<file path="src/rtl/i2s_slave_rx.sv">
// I2S slave receiver: oversamples sck/ws/sd in the clk domain, deserialises
// MSB-first left/right words and presents each stereo pair on a valid/ack handshake.
module i2s_slave_rx #(
  parameter int DATA_W      = 32,
  parameter int SYNC_STAGES = 2
) (
  input  logic              clk,
  input  logic              nrst,
  input  logic              enable,
  input  logic              sck,
  input  logic              ws,
  input  logic              sd,
  output logic [DATA_W-1:0] data_left,
  output logic [DATA_W-1:0] data_right,
  output logic              rx_valid,
  input  logic              rx_ack,
  output logic              overrun,
  output logic              frame_err
);
  localparam int CW = $clog2(DATA_W + 2);
  localparam logic [DATA_W-1:0] MSB = {1'b1, {(DATA_W-1){1'b0}}};

  typedef enum logic [1:0] {IDLE, SYNC, RUN} state_t;
  state_t state, state_nx;

  logic [SYNC_STAGES-1:0] sck_sr, ws_sr, sd_sr;
  logic                   sck_s, ws_s, sd_s;
  logic                   sck_prev, ws_prev;
  logic                   rise, bnd;
  logic [CW-1:0]          cnt, cnt_inc;
  logic [DATA_W-1:0]      acc, word, mask, left_hold;
  logic                   left_ok, word_ok;
  logic                   cap_left, emit, bad;

  assign sck_s = sck_sr[SYNC_STAGES-1];
  assign ws_s  = ws_sr[SYNC_STAGES-1];
  assign sd_s  = sd_sr[SYNC_STAGES-1];

  assign rise = sck_s & ~sck_prev;
  assign bnd  = rise & (ws_s ^ ws_prev);

  // Shifting the MSB mask past the word width drops excess bits for free.
  assign mask    = MSB >> cnt;
  assign word    = sd_s ? (acc | mask) : acc;
  assign word_ok = (cnt == CW'(DATA_W - 1));
  assign cnt_inc = (cnt == CW'(DATA_W + 1)) ? cnt : cnt + CW'(1);

  assign cap_left = enable && (state == RUN) && bnd && !ws_prev;
  assign emit     = enable && (state == RUN) && bnd && ws_prev && left_ok;
  assign bad      = enable && (state == RUN) && bnd && !word_ok;

  always_ff @(posedge clk or negedge nrst) begin
    if (!nrst) state <= IDLE;
    else       state <= state_nx;
  end

  always_comb begin
    state_nx = state;
    if (!enable) state_nx = IDLE;
    else begin
      case (state)
        IDLE:    state_nx = SYNC;
        SYNC:    if (bnd) state_nx = RUN;
        RUN:     state_nx = RUN;
        default: state_nx = IDLE;
      endcase
    end
  end

  always_ff @(posedge clk or negedge nrst) begin
    if (!nrst) begin
      sck_sr     <= '0;
      ws_sr      <= '0;
      sd_sr      <= '0;
      sck_prev   <= 1'b0;
      ws_prev    <= 1'b0;
      cnt        <= '0;
      acc        <= '0;
      left_hold  <= '0;
      left_ok    <= 1'b0;
      data_left  <= '0;
      data_right <= '0;
      rx_valid   <= 1'b0;
      overrun    <= 1'b0;
      frame_err  <= 1'b0;
    end else begin
      sck_sr   <= {sck_sr[SYNC_STAGES-2:0], sck};
      ws_sr    <= {ws_sr[SYNC_STAGES-2:0], ws};
      sd_sr    <= {sd_sr[SYNC_STAGES-2:0], sd};
      sck_prev <= sck_s;
      if (rise) ws_prev <= ws_s;
      if (!enable || state == IDLE) begin
        cnt       <= '0;
        acc       <= '0;
        left_hold <= '0;
        left_ok   <= 1'b0;
        rx_valid  <= 1'b0;
        overrun   <= 1'b0;
        frame_err <= 1'b0;
      end else begin
        if (rise) begin
          if (bnd) begin
            acc <= '0;
            cnt <= '0;
          end else begin
            acc <= word;
            cnt <= cnt_inc;
          end
        end
        if (cap_left) begin
          left_hold <= word;
          left_ok   <= 1'b1;
        end
        if (emit) begin
          data_left  <= left_hold;
          data_right <= word;
          left_ok    <= 1'b0;
        end
        if (bad) frame_err <= 1'b1;
        if (emit)        rx_valid <= 1'b1;
        else if (rx_ack) rx_valid <= 1'b0;
        // An ack landing with the new pair hands over cleanly, no overrun.
        if (emit && rx_valid && !rx_ack) overrun <= 1'b1;
      end
    end
  end
endmodule

</file>
<file path="config.mk">
export PLATFORM = sky130hd
export DESIGN_NAME = i2s_slave_rx
export DESIGN_NICKNAME = d
export VERILOG_FILES = /design/src/rtl/i2s_slave_rx.sv
export SDC_FILE = /design/constraint.sdc
export NUM_CORES = 1
export LEC_CHECK = 0
export CAP_MARGIN = 5
export CELL_PAD_IN_SITES_DETAIL_PLACEMENT = 1
export CELL_PAD_IN_SITES_GLOBAL_PLACEMENT = 1
export CORE_MARGIN = 2
export CORE_UTILIZATION = 40
export CTS_CLUSTER_DIAMETER = 80
export DETAILED_ROUTE_END_ITERATION = 10
export HOLD_SLACK_MARGIN = 0.1
export PLACE_DENSITY = 0.8
export SLEW_MARGIN = 20
export SYNTH_ARGS = -nofsm -noshare
export SYNTH_HDL_FRONTEND = slang
export SYNTH_SLANG_ARGS = --single-unit
</file>
<file path="constraint.sdc">
create_clock -name clk -period 2 [get_ports clk]
set_clock_uncertainty 0.1 [all_clocks]
set_input_delay 0.4 -clock clk [delete_from_list [all_inputs] [get_ports clk]]
set_output_delay 0.4 -clock clk [all_outputs]
set_load 0.01 [all_outputs]
</file>
==> results list, run 1 <==
- The run finished, with violations left.
- Violations in the final reports: negative setup slack
- Minimum period implied by the final worst setup slack: 2.09 ns
* TritonCTS buffer count: 17
* Global-route wire length before repair: 27.9 mm
- For this run, the number of Yosys warnings is 0.
- Async set or reset register ratio after synthesis: 1.00
- The number of global-route vias before repair is 5,184.
- Commonest non-fill, non-tap cells in the layout: 148 x sky130_fd_sc_hd__dfrtp_1, 88 x sky130_fd_sc_hd__nor2_1, 83 x sky130_fd_sc_hd__a21oi_1, 72 x sky130_fd_sc_hd__clkdlybuf4s50_1, 40 x sky130_fd_sc_hd__buf_4
* Share of synthesized area occupied by flip-flops and latches: 0.622
- In the global route stage, overall resource usage came out at 0.224.
- At the pin with the least slew margin, the transition time is 0.577 ns.
- Critical R2R Capture: data_left[24]
- The worst hold path passes through 0 cells.
- Maximum number of pins on one net before global-route repair: 44
* Synthesized area per cell: 11.3 um^2
- Hold Vio Cnt, Final: 0
- Once routing completed, OpenROAD measured the worst setup slack at -0.0876 ns.
- Ys flop type: sky130_fd_sc_hd__dfrtp_1
- In this run the worst path has a maximum fanout of 17.
- Worst rel slew slack: 0.615
- Latest clock arrival within the worst-skew pair: 0.42 ns
- Floorplan row count: 44
- At the placement stage, the worst setup path has a slack of -0.385 ns.
- Of the total power, the share spent switching nets is 0.255.
- Startpoint type of the worst setup path: register
- The count of nets left with antenna violations once routing finished came out at 0.
- The congestion estimate from routability-driven global placement came to 0.802.
- At the worst endpoint, the required time is 2.20 ns.
* Static leakage: 3.66 nW
- Summed over all layers, the routed wires come to 18.6 mm.
* Combined flip-flop and latch cell area: 3700 um^2
- Classification of the worst setup path: register to register
* Routed via count: 4,734
- Period utilization: 1.04
* Count of flip-flops with a built-in enable after synthesis: 0
- The library cell used most frequently in the layout, excluding fill and tap cells, is sky130_fd_sc_hd__dfrtp_1.
- The max-slew violation count is 0.
- Clock group share of total power: 0.437
- Synthesis produced a netlist with a net count of 542.
- After detailed routing, the number of vias per cell comes to 5.58.
* Clock net sink count: 148
- For this run, the detailed router's first-pass iteration total came to 4.
- Initial Util: 0.410
- Hold-critical path endpoint: sd_sr[1]
* Number of buffers on the longest clock path: 2
- Number of placed I/O pins: 74
- Placeable Area: 14,500 um^2
- Final instance count without filler cells: 849
- Across the run, the number of max-cap violations was 0.
- Synthesis inferred 148 register bits.
- The number of cells on the worst reg-to-reg path is 8.
* Clock-pin slew on the worst setup and hold paths: 0.06 ns
- Hold slack final: 0.249 ns
- Cells after synthesis: 525
- Layout cell share with drive strength beyond 1: 0.265
* Cell count after placement: 799
- After detailed routing, the number of remaining DRC violations is 0.
- Post-detailed-placement half-perimeter wirelength: 11.2 mm
- Die width: 126 um
- H-tree depth reported by CTS: 4
- IR analysis of the VDD net gives a maximum drop of 665 uV.
- Fillers: 1,493
* Sequential fraction of design power: 0.447
- Root Buffer Master: sky130_fd_sc_hd__clkbuf_16
- Worst reg2reg startpoint: state[0]
* Arrival time reported for the critical path endpoint: 2.29 ns
- Min-delay worst type: register to register
- Number of distinct library cells after synthesis: 40
* Final setup fails: 51
* Endpoint type of the worst setup path: register
* Worst reg-to-reg setup slack: -0.09 ns
- Cell internal power was estimated by the tool at 5.10 mW.
* Total Neg Setup Slack: -2.37 ns
* Diode count: 0
* Synthesis-to-layout area growth: 40.6%
* Hold Path Origin: sd_sr[0]
* Total power consumption of the routed design: 6.85 mW
- Drt wl/cell: 21.9 um
- Initial antenna violation count: 0
* DIE HEIGHT: 126 um
- The cell area that synthesis handed to floorplanning was 5950 um^2.
* Power dissipated by switching net loads: 1.75 mW
* Comb pwr share: 0.116
* Net total in the final layout: 669
- Total congestion overflow after global routing: 0
- Total power per unit cell area: 818 nW/um^2
* Die area: 15,900 um^2
- The detailed router finished its first iteration with 340 violations.
- RSZ-0062 raised after global routing: yes
- IO Port Bufs: 73
* CTS tree: built
- Based on the critical path, the design can be clocked at up to 479 MHz.
- Summing all multi-input logic gate instances after layout gives 2340 um^2.
[routing by layer]
layer | global-route usage | part of all wire | vias up
met4 | 0.0776 | 0.020 | 0
met1 | 0.271 | 0.39 | 2489
met5 | 0 | 0 | -
met3 | 0.0540 | 0.044 | 29
met2 | 0.393 | 0.55 | 122
li1 | - | - | 2094
[power groups by stage]
stage | Clock, mW | Combinational [mW] | Sequential (mW)
after floorplan | 0 | 0.301 | 3.10
after global placement | 0 | 0.582 | 3.10
after detailed placement | 0 | 0.621 | 3.11
after CTS | 3.01 | 0.678 | 3.05
after global routing | 3.16 | 0.858 | 3.06
final | 2.99 | 0.794 | 3.06
[synthesized netlist by cell type (3+ instances only)]
| master | instances | area share |
|---|---|---|
| sky130_fd_sc_hd__a211oi_1 | 32 | 0.040 |
| sky130_fd_sc_hd__o31ai_1 | 8 | 0.010 |
| sky130_fd_sc_hd__a31oi_1 | 4 | 0.0042 |
| sky130_fd_sc_hd__clkbuf_1 | 13 | 0.0082 |
| sky130_fd_sc_hd__dfrtp_1 | 148 | 0.62 |
| sky130_fd_sc_hd__a32o_1 | 3 | 0.0050 |
| sky130_fd_sc_hd__nor4bb_1 | 3 | 0.0050 |
| sky130_fd_sc_hd__nor2b_1 | 8 | 0.0084 |
| sky130_fd_sc_hd__nor3b_1 | 4 | 0.0050 |
| sky130_fd_sc_hd__ha_1 | 10 | 0.021 |
| sky130_fd_sc_hd__o21ai_0 | 4 | 0.0034 |
| sky130_fd_sc_hd__mux2_2 | 30 | 0.057 |
| sky130_fd_sc_hd__mux2i_1 | 3 | 0.0050 |
| sky130_fd_sc_hd__nand2_1 | 15 | 0.0095 |
| sky130_fd_sc_hd__nor2_1 | 97 | 0.061 |
| sky130_fd_sc_hd__buf_1 | 6 | 0.0038 |
| sky130_fd_sc_hd__a21oi_1 | 88 | 0.074 |
| sky130_fd_sc_hd__inv_1 | 7 | 0.0044 |
| sky130_fd_sc_hd__buf_4 | 3 | 0.0038 |
| sky130_fd_sc_hd__buf_2 | 12 | 0.010 |
[critical path, stage by stage, from the launching register on]
cell and delay [ns]:
sky130_fd_sc_hd__dfrtp_1 0.40, sky130_fd_sc_hd__inv_2 0.13, sky130_fd_sc_hd__ha_4 0.14, sky130_fd_sc_hd__nand4b_1 0.13, sky130_fd_sc_hd__buf_4 0.19, sky130_fd_sc_hd__nor4_4 0.15
sky130_fd_sc_hd__buf_6 0.19, sky130_fd_sc_hd__buf_12 0.18, sky130_fd_sc_hd__mux2_2 0.36
[registers in the layout, summed over array words and instances (netlist names)]
register / cells
data_right: 32
sck_prev: 1
data_left: 32
cnt: 6
rx_valid: 1
sck_sr: 2
state: 2
left_ok: 1
frame_err: 1
ws_prev: 1
overrun: 1
ws_sr: 2
sd_sr: 2
acc: 32
left_hold: 32
[area by class of cell]
cell class / count / area share
flip-flops and latches: 148 / 0.442
multi-input cells: 336 / 0.280
repair buffers: 142 / 0.182
clock buffers: 22 / 0.0555
well taps: 184 / 0.0275
clock inverters: 10 / 0.00987
inverters: 7 / 0.00314
[cell families (layout without fill, tap and decap cells)]
family / after synthesis / count (layout) / share of synthesized area
AO/OA/AOI/OAI: 144 / 144 / 0.144
XOR/XNOR: 2 / 2 / 0.00294
adder cells (fa/ha/maj): 10 / 10 / 0.0210
buffers and inverters: 41 / 181 / 0.0303
flip-flops: 148 / 148 / 0.622
multiplexers: 35 / 35 / 0.0656
AND/OR/NAND/NOR: 145 / 145 / 0.114
[per-stage QoR]
stage | area [um^2] | util
2_1_floorplan | 5950 | -
3_3_place_gp | 7240 | 0.498
3_5_place_dp | 7240 | 0.498
4_1_cts | 7960 | 0.548
5_1_grt | 8370 | 0.576
6_report | 8370 | 0.576
[what timing repair did]
action                                  CTS  global route
setup buffers                             4             8
resized for setup                        13            67
hold endpoints to repair                 39             0
cloned                                    2             3
pin swaps                                 2             8
hold buffers                              1             0
endpoints found under the setup margin   97           129
[how the worst max path moves through the flow]
| stage | from | end | slack, ns | cells past startpoint |
|---|---|---|---|---|
| 6_report | state[0] | data_left[24] | -0.09 | 8 |
| 5_1_grt | state[0] | data_left[29] | -0.16 | 8 |
| 4_1_cts | cnt[1] | left_hold[22] | 0.0009 | 6 |
| 3_5_place_dp | enable | left_hold[2] | -0.38 | 7 |
| 3_3_place_gp | enable | left_hold[9] | -0.28 | 7 |
| 2_1_floorplan | state[0] | data_left[30] | 0.04 | 6 |
(Power assumes the default switching activity.)
==> run 2, diff against run 1 <==
CORE_MARGIN = 3   (was 2)
PLACE_DENSITY = 0.75   (was 0.8)
SLEW_MARGIN = 0   (was 20)
==> run 2 against run 1 <==
  * The run still ends with negative setup slack left
  * Sequential power is essentially flat
  * Final cell count up 2.7%
  * Final area rose by 11%
  * First-iteration DRC count shrank 3.5%
  * Via count up 8.6%
  * Sequential cell count unchanged
  * Sequential share of layout area fell by 4.4 points
  * Count of clock-buffer cells in the layout unchanged
  * Largest power group is now clock
  * Highest routed layer unchanged
==> results list, run 2 (synthesized netlist as in run 1, its figures left out) <==
* Run status: complete, but fails checks
* Violations in the final reports: negative setup slack
- Area of all placed cells without fillers: 9300 um^2 (+11%)
* Maximum VDD drop: 647 uV (-2.6%)
- Chain of cells forming the critical path: inv_2, ha_4, nand4b_1, buf_4, nor3b_4, buf_6, buf_12, buf_12, nor2_1, a211oi_2
- Setup repair after global routing could not meet its margin everywhere.
- The time the worst path needs with I/O delays and setup came to 2.16 ns (+0.0721 ns).
- Per-cell via count in the routed design: 5.89 (+5.7%)
* Routed via count: 5,139 (+8.6%)
- IO Port Bufs: 73 (unchanged)
- The die outline height is 128 um (+1.6%).
- The standard-cell row count was 43 (-2.3%).
* Maximum fanout count along the critical path: 8 (-9)
* Sw Ratio: 0.261 (+0.00558)
- The count of inserted antenna diode cells was 0 (unchanged).
- Period utilization: 1.08 (+0.0360)
- The effective utilization at floorplan was 0.419 (+0.00952).
- The post-DP HPWL was 10.9 mm (-2.8%).
* Total power per unit cell area: 776 nW/um^2 (-5.1%)
- The number of max-cap violations is 0 (unchanged).
- Die area: 16,400 um^2 (+3.2%)
- The critical path's largest stage delay was 0.39 ns (about the same).
* Placeable Area: 14,200 um^2 (-2.3%)
- Worst reg-to-reg setup slack: -0.16 ns (-0.07 ns)
- The clock slew at the register clock pins of the worst setup and hold paths is 0.07 ns (about the same).
* Synthesis-to-layout area growth: 56.3%
- The number of antenna violations at the first check in global routing came to 0 (unchanged).
* Delay-heaviest family, CP: buffers and inverters
* Net total in the final layout: 697 (+4.2%)
- Sequential fraction of design power: 0.423 (-0.024)
- Buffer and inverter count on the worst path: 5 (+1)
* Classification of the worst setup path: register to register
- Power dissipated by switching net loads: 1.88 mW (+7.8%)
* Critical path depth: 10 (+2)
- The maximum count of clock buffers along a single path is 2 (unchanged).
- The minimum setup slack in the final design is -0.160 ns (-0.0721 ns).
* Root Buffer Master: sky130_fd_sc_hd__clkbuf_16
- Worst reg2reg startpoint: state[0]
- The number of global-route vias before repair came to 5,342 (+3.0%).
- Actual transition at the worst max-transition pin: 0.677 ns (+0.0999 ns)
- The combinational share of power came to 0.124 (+0.008).
* Number of placed I/O pins: 74 (unchanged)
- Pre-antenna DRT Iters: 4 (unchanged)
- Worst rel slew slack: 0.547 (-0.0679)
- The violation count after the first detailed-routing iteration is 328 (-3.5%).
* End of the critical path: left_hold[11]
- TritonCTS buffer count: 17 (unchanged)
- The largest individual stage delay along the critical path comes from the cell sky130_fd_sc_hd__dfrtp_1.
* Final WL: 24.3 mm (+31%)
- The number of hold violations in the final report was 0 (unchanged).
- The largest net degree at the start of global routing was 57 (+30%).
* Latest clock arrival within the worst-skew pair: 0.44 ns (+0.02 ns)
- Most common cell type on the critical path: sky130_fd_sc_hd__buf_12
- Critical R2R Capture: left_hold[11]
- Static leakage: 3.98 nW (+8.6%)
- Global-route wire length before repair: 29.6 mm (+6.4%)
- Arrival time reported for the critical path endpoint: 2.39 ns (+0.10 ns)
- The path class of the tightest hold or removal check is register to register.
- Layout cell share with drive strength beyond 1: 0.403 (+0.139)
* Endpoint type of the worst setup path: register
* Placement Cell Area: 7270 um^2 (+0.45%)
- The global-route congestion overflow total was 0 (unchanged).
- Fin. max-slew vios: 0 (unchanged)
* Worst r2r path cells: 10 (+2)
- Startpoint type of the worst setup path: register
* Req. time, crit path: 2.23 ns (+0.03 ns)
* GRT Total Usage: 0.239 (+0.0147)
- Antenna viol nets, final: 0 (unchanged)
* First element of the critical path: state[0]
- The H-tree depth came to 4 (unchanged).
- The routed length per instance came to 27.9 um (+27%).
* CTS tree: built
- The layout filler cell count is 1,364 (-8.6%).
* Maximum achievable frequency: 463 MHz (-3.3%)
* Worst setup slack after placement: -0.451 ns (-0.0664 ns)
* Clock net sink count: 148 (unchanged)
* Final instance count without filler cells: 872 (+2.7%)
* Commonest non-fill, non-tap cells in the layout: 146 x sky130_fd_sc_hd__dfrtp_1, 72 x sky130_fd_sc_hd__clkdlybuf4s50_1, 62 x sky130_fd_sc_hd__a21oi_1, 55 x sky130_fd_sc_hd__nor2_1, 46 x sky130_fd_sc_hd__buf_4
- Global placer's final weighted congestion: 0.822 (+2.5%)
* Count of unresolved DRC violations after routing: 0 (unchanged)
* Cell count after placement: 800 (+0.13%)
* Clock group share of total power: 0.453 (+0.016)
- The die outline width came to 128 um (+1.6%).
- The internal power came to 5.34 mW (+4.7%).
- Final setup fails: 91 (+78%)
- Most frequent standard cell in the layout excluding fill and tap cells: sky130_fd_sc_hd__dfrtp_1
[run 2: changes by cell type in the layout (fill, tap and decap cells not counted), moves of 6 or more]
cell	previous run	this run
sky130_fd_sc_hd__clkbuf_16	19	25
sky130_fd_sc_hd__a21oi_2	5	26
sky130_fd_sc_hd__nor2_4	2	11
sky130_fd_sc_hd__nor2_1	88	55
sky130_fd_sc_hd__buf_4	40	46
sky130_fd_sc_hd__a211oi_1	17	1
sky130_fd_sc_hd__mux2_4	7	32
sky130_fd_sc_hd__buf_12	8	21
sky130_fd_sc_hd__a211oi_2	15	31
sky130_fd_sc_hd__mux2_2	24	0
sky130_fd_sc_hd__nor2_2	7	31
sky130_fd_sc_hd__a21oi_1	83	62
[run 2: stage by stage]
step / TNS, ns / power, mW / hold WS (ns) / utilization
3_3_place_gp: -26.25 / 3.73 / 0.200 / 0.512
4_1_cts: -1.62 / 7.03 / 0.254 / 0.585
2_1_floorplan: 0 / 3.40 / 0.00441 / -
5_1_grt: -11.35 / 7.40 / 0.255 / 0.655
3_5_place_dp: -41.39 / 3.78 / 0.204 / 0.512
6_report: -5.31 / 7.22 / 0.251 / 0.655
[run 2: repair_timing]
action / in CTS / in global routing
resized for setup: 44 / 176
endpoints found under the setup margin: 106 / 136
setup buffers: 13 / 12
cloned: 7 / 8
pin swaps: 21 / 16
endpoints found under the hold margin: 70 / 0
hold buffers: 1 / 0
[run 2: worst min path at each step]
| stage | from | endpoint | slack (ns) | cells after the start |
|---|---|---|---|---|
| floorplan | nrst | acc[0] | 0.004 | 0 |
| global placement | nrst | data_left[4] | 0.20 | 1 |
| detailed placement | nrst | data_left[7] | 0.20 | 1 |
| CTS | sck_sr[0] | sck_sr[1] | 0.25 | 0 |
| global route | sck_sr[0] | sck_sr[1] | 0.25 | 0 |
| finish | ws_sr[0] | ws_sr[1] | 0.25 | 0 |
[run 2: layout make-up]
type / count / area, um^2 / area share
sequential: 148 / 3710 / 0.398
timing repair buffer: 170 / 2040 / 0.219
clock buffer: 22 / 484 / 0.0521
clock inverter: 9 / 103 / 0.0110
multi-input combinational: 336 / 2720 / 0.292
tap: 180 / 225 / 0.0242
inverter: 7 / 26.3 / 0.00282
[run 2: power by group through the flow]
stage | clock network (mW) | registers (mW) | logic, mW
6_report | 3.27 | 3.06 | 0.892
5_1_grt | 3.40 | 3.06 | 0.938
4_1_cts | 3.24 | 3.05 | 0.737
3_5_place_dp | 0 | 3.10 | 0.673
3_3_place_gp | 0 | 3.10 | 0.635
2_1_floorplan | 0 | 3.10 | 0.301
[run 2: layer usage]
| layer | share of wire | GRT usage | routed length [um] | up-vias |
|---|---|---|---|---|
| met1 | 0.38 | 0.285 | 9130 | 2707 |
| li1 | - | - | - | 2153 |
| met2 | 0.53 | 0.426 | 13000 | 204 |
| met3 | 0.049 | 0.0442 | 1190 | 75 |
| met4 | 0.042 | 0.0949 | 1030 | 0 |
| met5 | 0 | 0 | 0 | - |
==> run 3, diff against run 2 <==
PLACE_DENSITY = unset   (was 0.75)
PLACE_DENSITY_LB_ADDON = 0.1   (was unset)
==> run 3 against run 2 <==
  * Combinational power fell by 16%
  * Via count fell by 9.5%
  * Sequential power barely moved
  * The flow still finishes with violations (negative setup slack)
  * Global-route usage fell by 1.5 points
==> results list, run 3 (synthesized netlist as in run 1, its figures left out) <==
- Global-route wire length before repair: 27.8 mm (-6.1%)
- Drt wl/cell: 21.5 um (-23%)
- The data required time at the worst endpoint is 2.21 ns (-0.02 ns).
- The worst setup path is launched from a register.
- Worst reg-to-reg setup slack: -0.05 ns (+0.11 ns)
* Final setup fails: 29 (-68%)
- Worst rel slew slack: 0.615 (+0.0682)
- The iteration count of the initial detailed-routing pass is 4 (unchanged).
- Number of placed I/O pins: 74 (unchanged)
- Minimum period implied by the final worst setup slack: 2.05 ns (-0.111 ns)
* Slowest Stage Delay on Critical Path: 0.37 ns (-0.02 ns)
- The global routing usage summed across all routing layers came to 0.224 (-0.0148).
- The global-route congestion overflow total came to 0 (unchanged).
- The final-layout setup total negative slack was -0.757 ns (+4.55 ns).
* Clock net sink count: 148 (unchanged)
- The max-slew violation count is 0 (unchanged).
- The violation count after the first detailed-routing iteration is 200 (-39%).
- In the layout the commonest cells are 148 x sky130_fd_sc_hd__dfrtp_1, 84 x sky130_fd_sc_hd__a21oi_1, 84 x sky130_fd_sc_hd__nor2_1, 72 x sky130_fd_sc_hd__clkdlybuf4s50_1, 44 x sky130_fd_sc_hd__buf_4.
- The effective utilization at floorplan was 0.419 (unchanged).
- RSZ-0062 raised after global routing: yes
- Buffer and inverter count on the worst path: 3 (-2)
- Number of global-route vias before repair: 4,999 (-6.4%)
* CTS tree: built
- The largest net degree at the start of global routing came to 41 (-28%).
- Delay-heaviest family, CP: buffers and inverters
- Per-cell via count in the routed design: 5.47 (-7.2%)
- The die outline height is 128 um (unchanged).
- Number of violations of the max-capacitance limit: 0 (unchanged)
- Floorplan row count: 43 (unchanged)
- The final design area excluding fillers was 8610 um^2 (-7.5%).
- Static leakage: 3.77 nW (-5.3%)
- Chain of cells forming the critical path: inv_2, ha_1, nand2b_2, nor4_4, buf_6, clkbuf_16, mux2_2
- Most frequent standard cell in the layout excluding fill and tap cells: sky130_fd_sc_hd__dfrtp_1
- Endpoint type of the worst setup path: register
- The hold path depth is 0 (unchanged).
- The antenna violation net count after detailed routing came to 0 (unchanged).
- The worst-skew pair later-pin latency was 0.44 ns (about the same).
- The clock slew at the register clock pins of the worst setup and hold paths came to 0.06 ns (about the same).
- The worst register-to-register path ends at data_left[0].
* Arrival time reported for the critical path endpoint: 2.26 ns (-0.13 ns)
* Maximum achievable frequency: 488 MHz (+5.4%)
* Period utilization: 1.02 (-0.0554)
* Classification of the worst setup path: register to register
* Run status: complete, but fails checks
- Hold-critical path endpoint: sd_sr[1]
- The post-layout total power came to 7.38 mW (+2.2%).
* H-tree depth reported by CTS: 4 (unchanged)
- TritonCTS buffer count: 17 (unchanged)
* Global placer's final weighted congestion: 0.811 (-1.4%)
- Net total in the final layout: 674 (-3.3%)
- Placeable Area: 14,200 um^2 (unchanged)
- The area growth from synthesis to layout is 44.6%.
* Actual transition at the worst max-transition pin: 0.576 ns (-0.100 ns)
- The number of buffers added on ports is 73 (unchanged).
- The startpoint identified for the worst hold timing path is sd_sr[0].
- The post-route DRC violation count came to 0 (unchanged).
* Worst r2r path cells: 7 (-3)
* Maximum VDD drop: 659 uV (+1.9%)
* Routed via count: 4,651 (-9.5%)
- Worst reg2reg startpoint: state[0]
- Maximum fanout count along the critical path: 9 (+1)
- Die area: 16,400 um^2 (unchanged)
* Hold Vio Cnt, Final: 0 (unchanged)
- Initial antenna violation count: 0 (unchanged)
* Layout cell share with drive strength beyond 1: 0.287 (-0.117)
* Final WL: 18.3 mm (-25%)
* Total power per unit cell area: 858 nW/um^2 (+10%)
- The minimum setup slack in the final design came to -0.0489 ns (+0.111 ns).
- The path class of the tightest hold or removal check is register to register.
* Violations in the final reports: negative setup slack
- Final Util: 0.606 (-0.0490)
- Placement Cell Area: 7270 um^2 (about the same)
- Diode count: 0 (unchanged)
- Post-detailed-placement half-perimeter wirelength: 10.6 mm (-2.4%)
- Root Buffer Master: sky130_fd_sc_hd__clkbuf_16
- Hold slack final: 0.253 ns (+0.00114 ns)
- The die outline width is 128 um (unchanged).
- For this design, the slowest cell found on the critical path is sky130_fd_sc_hd__dfrtp_1.
- Number of buffers on the longest clock path: 2 (unchanged)
- First element of the critical path: state[0]
==> run 3: cell type report <==
type | count | area (um^2)
Fill cell | 1422 | 5600
Sequential cell | 148 | 3700
Multi-Input combinational cell | 336 | 2370
Timing Repair Buffer | 147 | 1610
Clock buffer | 24 | 522
Tap cell | 180 | 225
Clock inverter | 8 | 143
Inverter | 7 | 26.3
==> run 3: worst register-to-register path, stage by stage (launching register included) <==
cell,delay [ns]
sky130_fd_sc_hd__dfrtp_1,0.37
sky130_fd_sc_hd__inv_2,0.07
sky130_fd_sc_hd__ha_1,0.21
sky130_fd_sc_hd__nand2b_2,0.21
sky130_fd_sc_hd__nor4_4,0.23
sky130_fd_sc_hd__buf_6,0.21
sky130_fd_sc_hd__clkbuf_16,0.19
sky130_fd_sc_hd__mux2_2,0.34
==> run 3: through the flow <==
| step | cells | setup slack [ns] |
|---|---|---|
| 4_1_cts | 846 | -0.0504 |
| 6_report | 850 | -0.0489 |
| 5_1_grt | 850 | -0.121 |
| 3_3_place_gp | 799 | -0.361 |
| 2_1_floorplan | 525 | 0.0391 |
| 3_5_place_dp | 799 | -0.387 |
==> run 3: how the worst max path moves through the flow <==
| stage | end | slack (ns) | cells past startpoint |
|---|---|---|---|
| final | data_left[0] | -0.05 | 7 |
| after global routing | data_left[0] | -0.12 | 7 |
| after CTS | data_left[29] | -0.05 | 7 |
| after detailed placement | acc[11] | -0.39 | 7 |
| after global placement | cnt[3] | -0.36 | 7 |
| after floorplan | data_left[30] | 0.04 | 6 |
==> run 3: where the power goes <==
part / internal, mW / switching (mW)
combinational: 0.287 / 0.464
clock: 2.32 / 1.26
sequential: 3.03 / 0.0261
total: 5.63 / 1.75
==> run 3: metal layers <==
| layer | vias to the layer above | GRT usage | wire, um |
|---|---|---|---|
| met4 | 0 | 0.0836 | 384 |
| met1 | 2416 | 0.292 | 7940 |
| met2 | 102 | 0.369 | 9270 |
| li1 | 2108 | - | - |
| met3 | 25 | 0.0492 | 723 |
| met5 | - | 0 | 0 |
==> run 3: repair_timing <==
item	4_1_cts	5_1_grt
endpoints found under the hold margin	36	0
pin swaps	20	6
gates resized for setup	28	60
buffers inserted	9	4
endpoints found under the setup margin	85	133
cloned	5	4
hold buffers	1	0
